==> src/rtl/serial_sub_pkg.sv <==
// Shared types and constants for the bit-serial subtractor.
// Holds the FSM state enumeration and the default operand width.
package serial_sub_pkg;

  localparam int SUB_DEF_WIDTH = 8;

  typedef enum logic [1:0] {
    IDLE  = 2'd0,
    SHIFT = 2'd1,
    DONE  = 2'd2
  } sub_state_e;

endpackage

==> src/rtl/serial_subtractor_full_subtractor.sv <==
// One-bit full subtractor used as the serial datapath core.
// Ports: a, b, bin in; d = a^b^bin, bout = borrow out.
module full_subtractor (
  input  logic a,
  input  logic b,
  input  logic bin,
  output logic d,
  output logic bout
);

  assign d    = a ^ b ^ bin;
  assign bout = (~a & b) | (~(a ^ b) & bin);

endmodule

==> src/rtl/serial_subtractor.sv <==
// Bit-serial subtractor: diff = a - b - bin over WIDTH edges, LSB first.
// Ports: clk, rst_n (async low), start, a, b, bin in; busy, done, diff,
// bout out; ovf out only when SERIAL_SUB_OVF_EN is defined.
module serial_subtractor
  import serial_sub_pkg::*;
#(
  parameter int WIDTH = SUB_DEF_WIDTH
) (
  input  logic             clk,
  input  logic             rst_n,
  input  logic             start,
  input  logic [WIDTH-1:0] a,
  input  logic [WIDTH-1:0] b,
  input  logic             bin,
  output logic             busy,
  output logic             done,
  output logic [WIDTH-1:0] diff,
  output logic             bout
`ifdef SERIAL_SUB_OVF_EN
  ,
  output logic             ovf
`endif
);

  localparam int CW = $clog2(WIDTH + 1);

  sub_state_e       state_q;
  logic [WIDTH-1:0] a_q;
  logic [WIDTH-1:0] b_q;
  logic [WIDTH-1:0] diff_q;
  logic [WIDTH-1:0] diff_d;
  logic [CW-1:0]    cnt_q;
  logic [CW-1:0]    cnt_d;
  logic             br_q;
  logic             bout_q;
  logic             busy_q;
  logic             done_q;
  logic             last;
  logic             fs_d;
  logic             fs_bout;

`ifdef SERIAL_SUB_OVF_EN
  // Operand sign bits are kept aside since a_q/b_q are shifted away.
  logic a_msb_q;
  logic b_msb_q;
  logic ovf_q;
`endif

  full_subtractor u_fs (
    .a    (a_q[0]),
    .b    (b_q[0]),
    .bin  (br_q),
    .d    (fs_d),
    .bout (fs_bout)
  );

  // Result bits enter from the MSB end so the LSB lands at bit 0
  // after WIDTH shifts.
  assign diff_d = {fs_d, diff_q[WIDTH-1:1]};
  assign cnt_d  = cnt_q + CW'(1);
  assign last   = (cnt_q == CW'(WIDTH - 1));

  always_ff @(posedge clk or negedge rst_n) begin
    if (!rst_n) begin
      state_q <= IDLE;
      a_q     <= '0;
      b_q     <= '0;
      diff_q  <= '0;
      cnt_q   <= '0;
      br_q    <= 1'b0;
      bout_q  <= 1'b0;
      busy_q  <= 1'b0;
      done_q  <= 1'b0;
`ifdef SERIAL_SUB_OVF_EN
      a_msb_q <= 1'b0;
      b_msb_q <= 1'b0;
      ovf_q   <= 1'b0;
`endif
    end else begin
      unique case (state_q)
        IDLE, DONE: begin
          done_q <= 1'b0;
          if (start) begin
            a_q     <= a;
            b_q     <= b;
            br_q    <= bin;
            cnt_q   <= '0;
            busy_q  <= 1'b1;
            state_q <= SHIFT;
`ifdef SERIAL_SUB_OVF_EN
            a_msb_q <= a[WIDTH-1];
            b_msb_q <= b[WIDTH-1];
`endif
          end else begin
            state_q <= IDLE;
          end
        end
        SHIFT: begin
          a_q    <= a_q >> 1;
          b_q    <= b_q >> 1;
          br_q   <= fs_bout;
          diff_q <= diff_d;
          cnt_q  <= cnt_d;
          if (last) begin
            state_q <= DONE;
            busy_q  <= 1'b0;
            done_q  <= 1'b1;
            bout_q  <= fs_bout;
`ifdef SERIAL_SUB_OVF_EN
            // fs_d is the final MSB of diff on this edge.
            ovf_q <= (a_msb_q ^ b_msb_q) & (a_msb_q ^ fs_d);
`endif
          end
        end
        default: begin
          state_q <= IDLE;
          busy_q  <= 1'b0;
          done_q  <= 1'b0;
        end
      endcase
    end
  end

  assign busy = busy_q;
  assign done = done_q;
  assign diff = diff_q;
  assign bout = bout_q;
`ifdef SERIAL_SUB_OVF_EN
  assign ovf  = ovf_q;
`endif

endmodule

==> config.mk <==
export PLATFORM = sky130hd
export DESIGN_NAME = serial_subtractor
export DESIGN_NICKNAME = d
export VERILOG_FILES = /design/src/rtl/serial_sub_pkg.sv /design/src/rtl/serial_subtractor_full_subtractor.sv /design/src/rtl/serial_subtractor.sv
export SDC_FILE = /design/constraint.sdc
export NUM_CORES = 1
export LEC_CHECK = 0
export BUFFER_PORTS_ARGS = -buffer_cell sky130_fd_sc_hd__clkbuf_2
export CAP_MARGIN = 20
export CORE_UTILIZATION = 25
export CTS_BUF_LIST = sky130_fd_sc_hd__clkbuf_8
export CTS_CLUSTER_DIAMETER = 150
export CTS_CLUSTER_SIZE = 10
export DETAILED_ROUTE_END_ITERATION = 7
export HOLD_SLACK_MARGIN = 0.15
export PLACE_DENSITY_LB_ADDON = 0.2
export SLEW_MARGIN = 20
export SYNTH_ARGS = -nofsm -noshare
export SYNTH_HDL_FRONTEND = slang
export SYNTH_SLANG_ARGS = --single-unit
==> constraint.sdc <==
create_clock -name clk -period 1.3 [get_ports clk]
set_input_delay 0 -clock clk [delete_from_list [all_inputs] [get_ports clk]]
set_output_delay 0 -clock clk [all_outputs]
set_load 0.05 [all_outputs]
## After elaboration in Yosys (flattened, before gate mapping)

Index checks and enable logic that the tools add are counted.

| operators by class | value |
|---|---|
| add/subtract/negate cells | 1 |
| equal/unequal tests | 5 |
| muxes and demuxes | 16 |
| bitwise logic cells | 7 |
| reduce and logical (&&, ||, !) cells | 6 |

Operator list:

| cell | number |
|---|---|
| $pmux W8 S2 | 2 |
| $mux W8 | 2 |
| $pmux W4 S2 | 1 |
| $mux W1 | 6 |
| $reduce_and A2 Y1 | 3 |
| $add A4 B1 Y4 const B | 1 |
| $eq A4 B3 Y1 const B | 1 |
| $mux W4 | 1 |
| $ne A2 B2 Y1 const B | 2 |
| $pmux W1 S2 | 2 |
| $pmux W2 S2 | 1 |
| $and A1 B1 Y1 | 2 |
| $eq A2 B1 Y1 const B | 1 |
| $eq A2 B2 Y1 const B | 1 |
| $logic_not A2 Y1 | 1 |
| $mux W2 | 1 |
| $not A1 Y1 | 2 |
| $reduce_bool A2 Y1 | 1 |
| $reduce_or A2 Y1 | 1 |
| $xor A1 B1 Y1 | 2 |
| $or A1 B1 Y1 | 1 |

| storage, ports and cells | value |
|---|---|
| flip-flop bits (word level) | 34 |
| output and inout port bits | 11 |
| logic and storage cells | 44 |

## Longest topological paths before layout

Gate-level depths: netlist of run 1.

| depth | value |
|---|---|
| word-level depth | 5 |
| depth in mapped cells | 5 |
| depth with buffers taken out | 4 |

## Modules after synthesis

From an unflattened synthesis of run 1, not the netlist that was laid out.

| second synthesis, totals | value |
|---|---|
| cell total of the unflattened synthesis | 104 |
| area total of the unflattened synthesis | 1,462.7 µm² |

Modules (own cells, without submodules):

| module | times used | cells an instance | area each (µm²) | seq. area each (µm²) |
|---|---|---|---|---|
| serial_subtractor | 1 | 100 | 1,431.4 | 825.8 |
| full_subtractor | 1 | 4 | 31.3 | 0.0 |

## Least setup slack after synthesis of run 1

Ideal clock, no wire load.

| path | value |
|---|---|
| kind | register to register |
| from | reg state_q[1] |
| to | reg a_q[0] |
| library setup time | 0.118 ns |
| arrival | 1.295 ns |
| setup slack | -0.113 ns |
| cell stages (with the launch flop) | 6 |
| clock period less this slack | 1.413 ns |
| cell sequence | dfrtp_1 nor2b_2 buf_4 nor2_4 buf_4 a21o_1 |

| between the ends | value |
|---|---|
| longest elaborated chain between the ends | 4 |
| elaborated cells on any way between the ends | 8 |

Ends and longest elaborated chain:

| element | line | source |
|---|---|---|
| from (decl) | serial_subtractor.sv:27 | `sub_state_e state_q;` |
| from (signal assigned) | serial_subtractor.sv:65 | `state_q <= IDLE;` |
| from (signal assigned) | serial_subtractor.sv:89 | `state_q <= SHIFT;` |
| from (signal assigned) | serial_subtractor.sv:95 | `state_q <= IDLE;` |
| $eq A2 B2 Y1 or $logic_not A2 Y1 (tied branches) | serial_subtractor.sv:80 | `unique case (state_q)` |
| $reduce_or A2 Y1 | serial_subtractor.sv:80 |  |
| $ne A2 B2 Y1 (no source line) or $reduce_bool A2 Y1 (tied branches) | n/a |  |
| $reduce_and A2 Y1 (no source line) | n/a |  |
| to (signal assigned) | serial_subtractor.sv:99 | `a_q <= a_q >> 1;` |
| to (decl) | serial_subtractor.sv:28 | `logic [WIDTH-1:0] a_q;` |

Parallel ways exist; a longest one is shown, timed or not.
A chain may end at the register's enable or synchronous reset.

## Worst setup path in the final report of run 1

| path | value |
|---|---|
| from | reg state_q[0] |
| to | reg b_q[4] |

| between the ends | value |
|---|---|
| longest elaborated chain between the ends | 4 |
| elaborated cells on any way between the ends | 8 |

Ends and longest elaborated chain:

| element | line | source |
|---|---|---|
| $eq A2 B2 Y1 or $logic_not A2 Y1 (tied branches) | serial_subtractor.sv:80 |  |
| $reduce_or A2 Y1 | serial_subtractor.sv:80 |  |
| $ne A2 B2 Y1 (no source line) or $reduce_bool A2 Y1 (tied branches) | n/a |  |
| $reduce_and A2 Y1 (no source line) | n/a |  |
| to (signal assigned) | serial_subtractor.sv:100 | `b_q <= b_q >> 1;` |
| to (decl) | serial_subtractor.sv:29 | `logic [WIDTH-1:0] b_q;` |

Parallel ways exist; a longest one is shown, timed or not.

==> results of run 1 <==
-- final cells by class --
type	count	area [um2]	area share [%]
clock buffers	7	96.3	4.56
clock inverters	1	5.00	0.237
inverters	2	7.51	0.355
multi-input cells	79	554	26.2
flip-flops and latches	33	827	39.1
well taps	70	87.6	4.14
repair buffers	66	536	25.3
-- worst paths after layout --
check                           start    endpoint  slack (ps)  cells past startpoint
hold / removal                  rst_n        busy         280                      3
max in group asynchronous       rst_n  state_q[1]         700                      3
min in group clk             cnt_q[3]    cnt_q[3]         470                      1
setup / recovery           state_q[0]      b_q[4]          10                      5
hold reg to reg              cnt_q[3]    cnt_q[3]         470                      1
setup reg to reg           state_q[0]      b_q[4]          10                      5
-- per-layer routing --
metal	track usage [%]	routed length, um
met5	0	0
met3	3.57	203
met1	16.2	1510
met2	18.2	1440
met4	3.96	35
-- sequential cells by signal (all words and copies together), names as in the netlist --
signal and count:
a_q 8, b_q 8, diff 8, cnt_q 4, state_q 2, bout 1
br_q 1, busy 1
-- per-stage QoR --
stage	setup TNS, ps	worst slack (ps)
floorplan	0	6.54
detailed placement	-70.4	-32.9
finish	0	14.6
CTS	-2.96	-1.95
global placement	-12.5	-12.5
global route	-214	-40.2
-- report_power, final --
part	internal (mW)	switching [mW]	total, mW
clock network	0.478	0.373	0.851
logic	1.31	1.45	2.76
registers	1.49	0.297	1.79
-- cells by family (layout without fill, tap and decap cells) --
group | count (synthesis) | after routing
buffers and inverters | 9 | 76
flip-flops | 33 | 33
AND/OR/NAND/NOR | 38 | 38
AO/OA/AOI/OAI | 36 | 36
multiplexers | 2 | 2
adder cells (fa/ha/maj) | 2 | 2
XOR/XNOR | 1 | 1
-- worst max-delay path: stages, from the launching register on --
cell and delay [ps]:
dfrtp_1 420, nor2b_4 160, buf_12 130, buf_6 110, a22o_1 200, a21o_1 150
-- synth_stat cells --
cell       n
a21o_1    14
a221o_1    2
a22o_1    17
buf_2      3
buf_4      3
clkbuf_1   1
dfrtp_1   33
fa_1       1
ha_1       1
inv_1      2
mux2i_1    2
nand2_1   24
nand2b_1   2
nand3b_1   2
nand4_1    1
nor2_1     4
nor2_4     1
nor2b_1    1
nor2b_2    2
nor3_1     1
o21ai_0    2
o31ai_1    1
xnor2_1    1
-- timing repair --
action	CTS	global route
hold endpoints to repair	51	0
pin swaps	3	11
cloned	1	0
resized for setup	3	9
setup endpoints to repair	16	16
hold buffers	19	0
buffers inserted	8	2
==> results_dict.tcl, run 1 <==
set metrics [dict create \
    status "completed" \
    grt_pass1_vias 1180 \
    yosys.area.top_type_share_pct 58.7 \
    dp_cells 222 \
    ant_nets 0 \
    hold_viol_final 0 \
    remaining_drc_errors 0 \
    htree_num_levels 2 \
    syn2layout_area_growth_pct 50.3 \
    drtIter0Drc 46 \
    cp_max_fo 7 \
    grt_max_degree 34 \
    avgViaCountPerCell 4.61 \
    die-area_um2 5930 \
    syn_inst 121 \
    gp_congestion 0.707 \
    synth-simple-area-share_pct 12.7 \
    gr-total-overflow 0 \
    final_cell_mix "32 x dfrtp_1, 30 x clkbuf_2, 24 x nand2_1" \
    finalSetupViolCount 0 \
    ir_worst_vdd_mv 0.905 \
    cts_sinks 33 \
    worstMarginPinSlew_ps 423 \
    maxCapViolCount 0 \
    grt_antenna_before_repair 0 \
    finClkSkew_ps 5.58 \
    vias 1189 \
    postPlaceCellArea_um2 1680 \
    start_kind "register" \
    io_buffers 30 \
    start_util_pct 26.7 \
    worstSetupPathType "reg -> reg" \
    wl_per_cell_um 12.4 \
    power_leakage_nw 1.12 \
    yosys-top-cells-area "dfrtp_1 59%, a22o_1 11%, a21o_1 7.5%" \
    final_util_pct 40.1 \
    ys_ff_latch 33 \
    clk_pin_slew_ps 70 \
    die_x_um 77 \
    cts_buffers 5 \
    p_per_area_nw_per_um2 2550 \
    drive_above_1_share_pct 32.4 \
    core.rowCount 26 \
    grt_usage_pct 12.0 \
    netlist_area_um2 1410 \
    synth_fa_ha_area_share_pct 2.31 \
    clockBufferDepth 2 \
    firstDrtPassIters 4 \
    insertedDiodeCount 0 \
    dpl.hpwl_mm 2.02 \
    syn_nets 143 \
    period_share_pct 98.9 \
    yosysSeqAreaShare_pct 58.7 \
    core_area_um2 5270 \
    max_freq_mhz 778 \
    rsz0062_at_grt "true" \
    holdWs_ps 281 \
    layout_commonest_cell "dfrtp_1" \
    synth_top_cell_by_area "dfrtp_1" \
    fin_area_um2 2110 \
    avgSynthCellArea_um2 11.6 \
    worstPathRequired_ps 1480 \
    cts_tree "built" \
    final_cells 258 \
    insertion_delay_ps 280 \
    die_h_um 77 \
    ys_types 23 \
    routed_wl_mm 3.19 \
    synthXorXnorAreaFrac_pct 0.623 \
    synth_top_family_by_area "compound AO/OA/AOI/OAI gates" \
    finalMaxSlewViolations 0 \
    synth.area.mux_share_pct 1.42 \
    grt_pass1_wl_mm 5.57 \
    clock_tree.root_cell "clkbuf_8" \
    yosysWarningCount 0 \
    nets 209 \
    synth_compound_area_share_pct 20.7 \
    hp-class "in -> async" \
    max-slew-margin-rel_pct 71.8 \
    io_pins 31 \
    fillCellCount 538 \
    p_total_mw 5.39 \
    end_kind "register" \
    fin_crit_ps 1290 \
    cp_data_arrival_time_ps 1460 \
]
Power figures use the tool's default switching activity.
==> inputs of run 2 (changes only) <==
CORE_MARGIN = 2   (was unset)
==> run 2 against run 1 <==
  * Combinational power fell by 3%
  * Final area down 1.7%
  * Sequential share of layout area rose by 0.66 points
  * Final cell count down 0.39%
  * Flip-flop and latch count did not move
  * Register-to-register slack about the same
  * Critical path type unchanged
==> results_dict.tcl, run 2 (synthesis gave the netlist of run 1 again) <==
set metrics [dict create \
    worstMarginPinSlew_ps 475 \
    r2r_slack_ps 10 \
    crit_cells 5 \
    finalMaxSlewViolations 0 \
    status "completed" \
    avgViaCountPerCell 4.38 \
    max-slew-margin-rel_pct 68.3 \
    wl_met2_mm 1.42 \
    worstSetupPathType "reg -> reg" \
    finalSetupViolCount 0 \
    cts_sinks 33 \
    critPathTopFamily "flip-flops" \
    core.rowCount 27 \
    vias 1125 \
    die_x_um 79 \
    wl_met3_um 148 \
    final_cells 257 \
    cts_tree "built" \
    clock_tree.root_cell "clkbuf_8" \
    ant_nets 0 \
    rr_startpoint "state_q[0]" \
    power_leakage_nw 1.11 \
    finClkSkew_ps 6.24 \
    routed_wl_mm 3.18 \
    crit_end "b_q[5]" \
    gr-total-overflow 0 \
    grt_max_degree 18 \
    wl_per_cell_um 12.4 \
    path_buf_inv 2 \
    insertedDiodeCount 0 \
    layout_commonest_cell "dfrtp_1" \
    clockBufferDepth 2 \
    fillCellCount 550 \
    reg2reg_depth 5 \
    cts_buffers 5 \
    max_freq_mhz 778 \
    cp_max_fo 8 \
    io_buffers 30 \
    nets 206 \
    setup-tns-final_ps 0 \
    die_h_um 79 \
    fin_crit_ps 1290 \
    drt-met1-wl_mm 1.59 \
    syn2layout_area_growth_pct 47.8 \
    grt_antenna_before_repair 0 \
    die-area_um2 6240 \
    grt_usage_pct 10.8 \
    grt_pass1_wl_mm 5.22 \
    timing.rr.end "b_q[5]" \
    holdWs_ps 214 \
    start_kind "register" \
    hold_viol_final 0 \
    end_kind "register" \
    drtIter0Drc 23 \
    dpl.hpwl_mm 2.15 \
    insertion_delay_ps 280 \
    firstDrtPassIters 4 \
    final_cell_mix "32 x dfrtp_1, 30 x clkbuf_2, 24 x nand2_1" \
    top_layer "met4" \
    p_per_area_nw_per_um2 2500 \
    grt_pass1_vias 1072 \
    clk_pin_slew_ps 70 \
    gp_congestion 0.741 \
    maxCapViolCount 0 \
    path_cells "nor2b_4 > buf_12 > buf_16 > a22o_1 > a21o_1" \
    remaining_drc_errors 0 \
    setup_ws_ps 14.8 \
    ir_worst_vdd_mv 1.02 \
    slowest_delay_ps 410 \
    hp-class "in -> async" \
    worstPathRequired_ps 1470 \
    period_share_pct 98.9 \
    p_total_mw 5.20 \
    crit_path_top_delay_cell "dfrtp_1" \
    io_pins 31 \
    cp_data_arrival_time_ps 1460 \
    drive_above_1_share_pct 29.7 \
    htree_num_levels 2 \
    dp_cells 224 \
    cp-startpoint "state_q[0]" \
    pre_cts_ws_ps -72.6 \
    rsz0062_at_grt "true" \
    core_area_um2 5470 \
    start_util_pct 25.7 \
]
==> run 2: per-stage QoR <==
step | cell area, um2 | util [%]
after detailed placement | 1690 | 30.9
after global routing | 2080 | 38.0
after floorplan | 1420 | -
after CTS | 2040 | 37.4
after global placement | 1690 | 30.9
final | 2080 | 38.0
==> run 2: final cells by class <==
type / count / area (um2) / share of cell area [%]
clock buffers: 5 / 68.8 / 3.31
flip-flops and latches: 33 / 827 / 39.8
inverters: 2 / 7.51 / 0.361
well taps: 72 / 90.1 / 4.33
repair buffers: 63 / 534 / 25.7
multi-input cells: 79 / 537 / 25.8
clock inverters: 3 / 13.8 / 0.662
==> run 2: power by group <==
part | internal, mW | switching (mW)
logic | 1.27 | 1.42
clock network | 0.363 | 0.359
registers | 1.49 | 0.303
==> run 2: routing by layer <==
layer / up-vias / global-route usage, %
met1: 540 / 14.8
li1: 549 / -
met4: 0 / 3.10
met2: 31 / 16.3
met5: - / 0
met3: 5 / 3.52
==> run 2: worst min-delay path by stage <==
| stage | from | to | slack [ps] | cells past startpoint |
|---|---|---|---|---|
| 6_report | rst_n | br_q | 210 | 2 |
| 5_1_grt | rst_n | a_q[0] | 250 | 2 |
| 4_1_cts | rst_n | cnt_q[1] | 230 | 2 |
| 3_5_place_dp | rst_n | busy | -20 | 1 |
| 3_3_place_gp | rst_n | busy | -30 | 1 |
| 2_1_floorplan | rst_n | a_q[0] | -300 | 0 |
==> run 2: what timing repair did <==
action / in CTS / in global routing
pin swaps: 2 / 12
buffers inserted: 5 / 1
gates resized for setup: 1 / 6
gates cloned: 1 / 0
setup endpoints to repair: 17 / 16
hold buffers: 19 / 0
hold endpoints to repair: 51 / 0
==> run 2: worst register-to-register path, cell delays in order, from the launching register on <==
cell	delay (ps)
dfrtp_1	410
nor2b_4	160
buf_12	130
buf_16	130
a22o_1	220
a21o_1	140
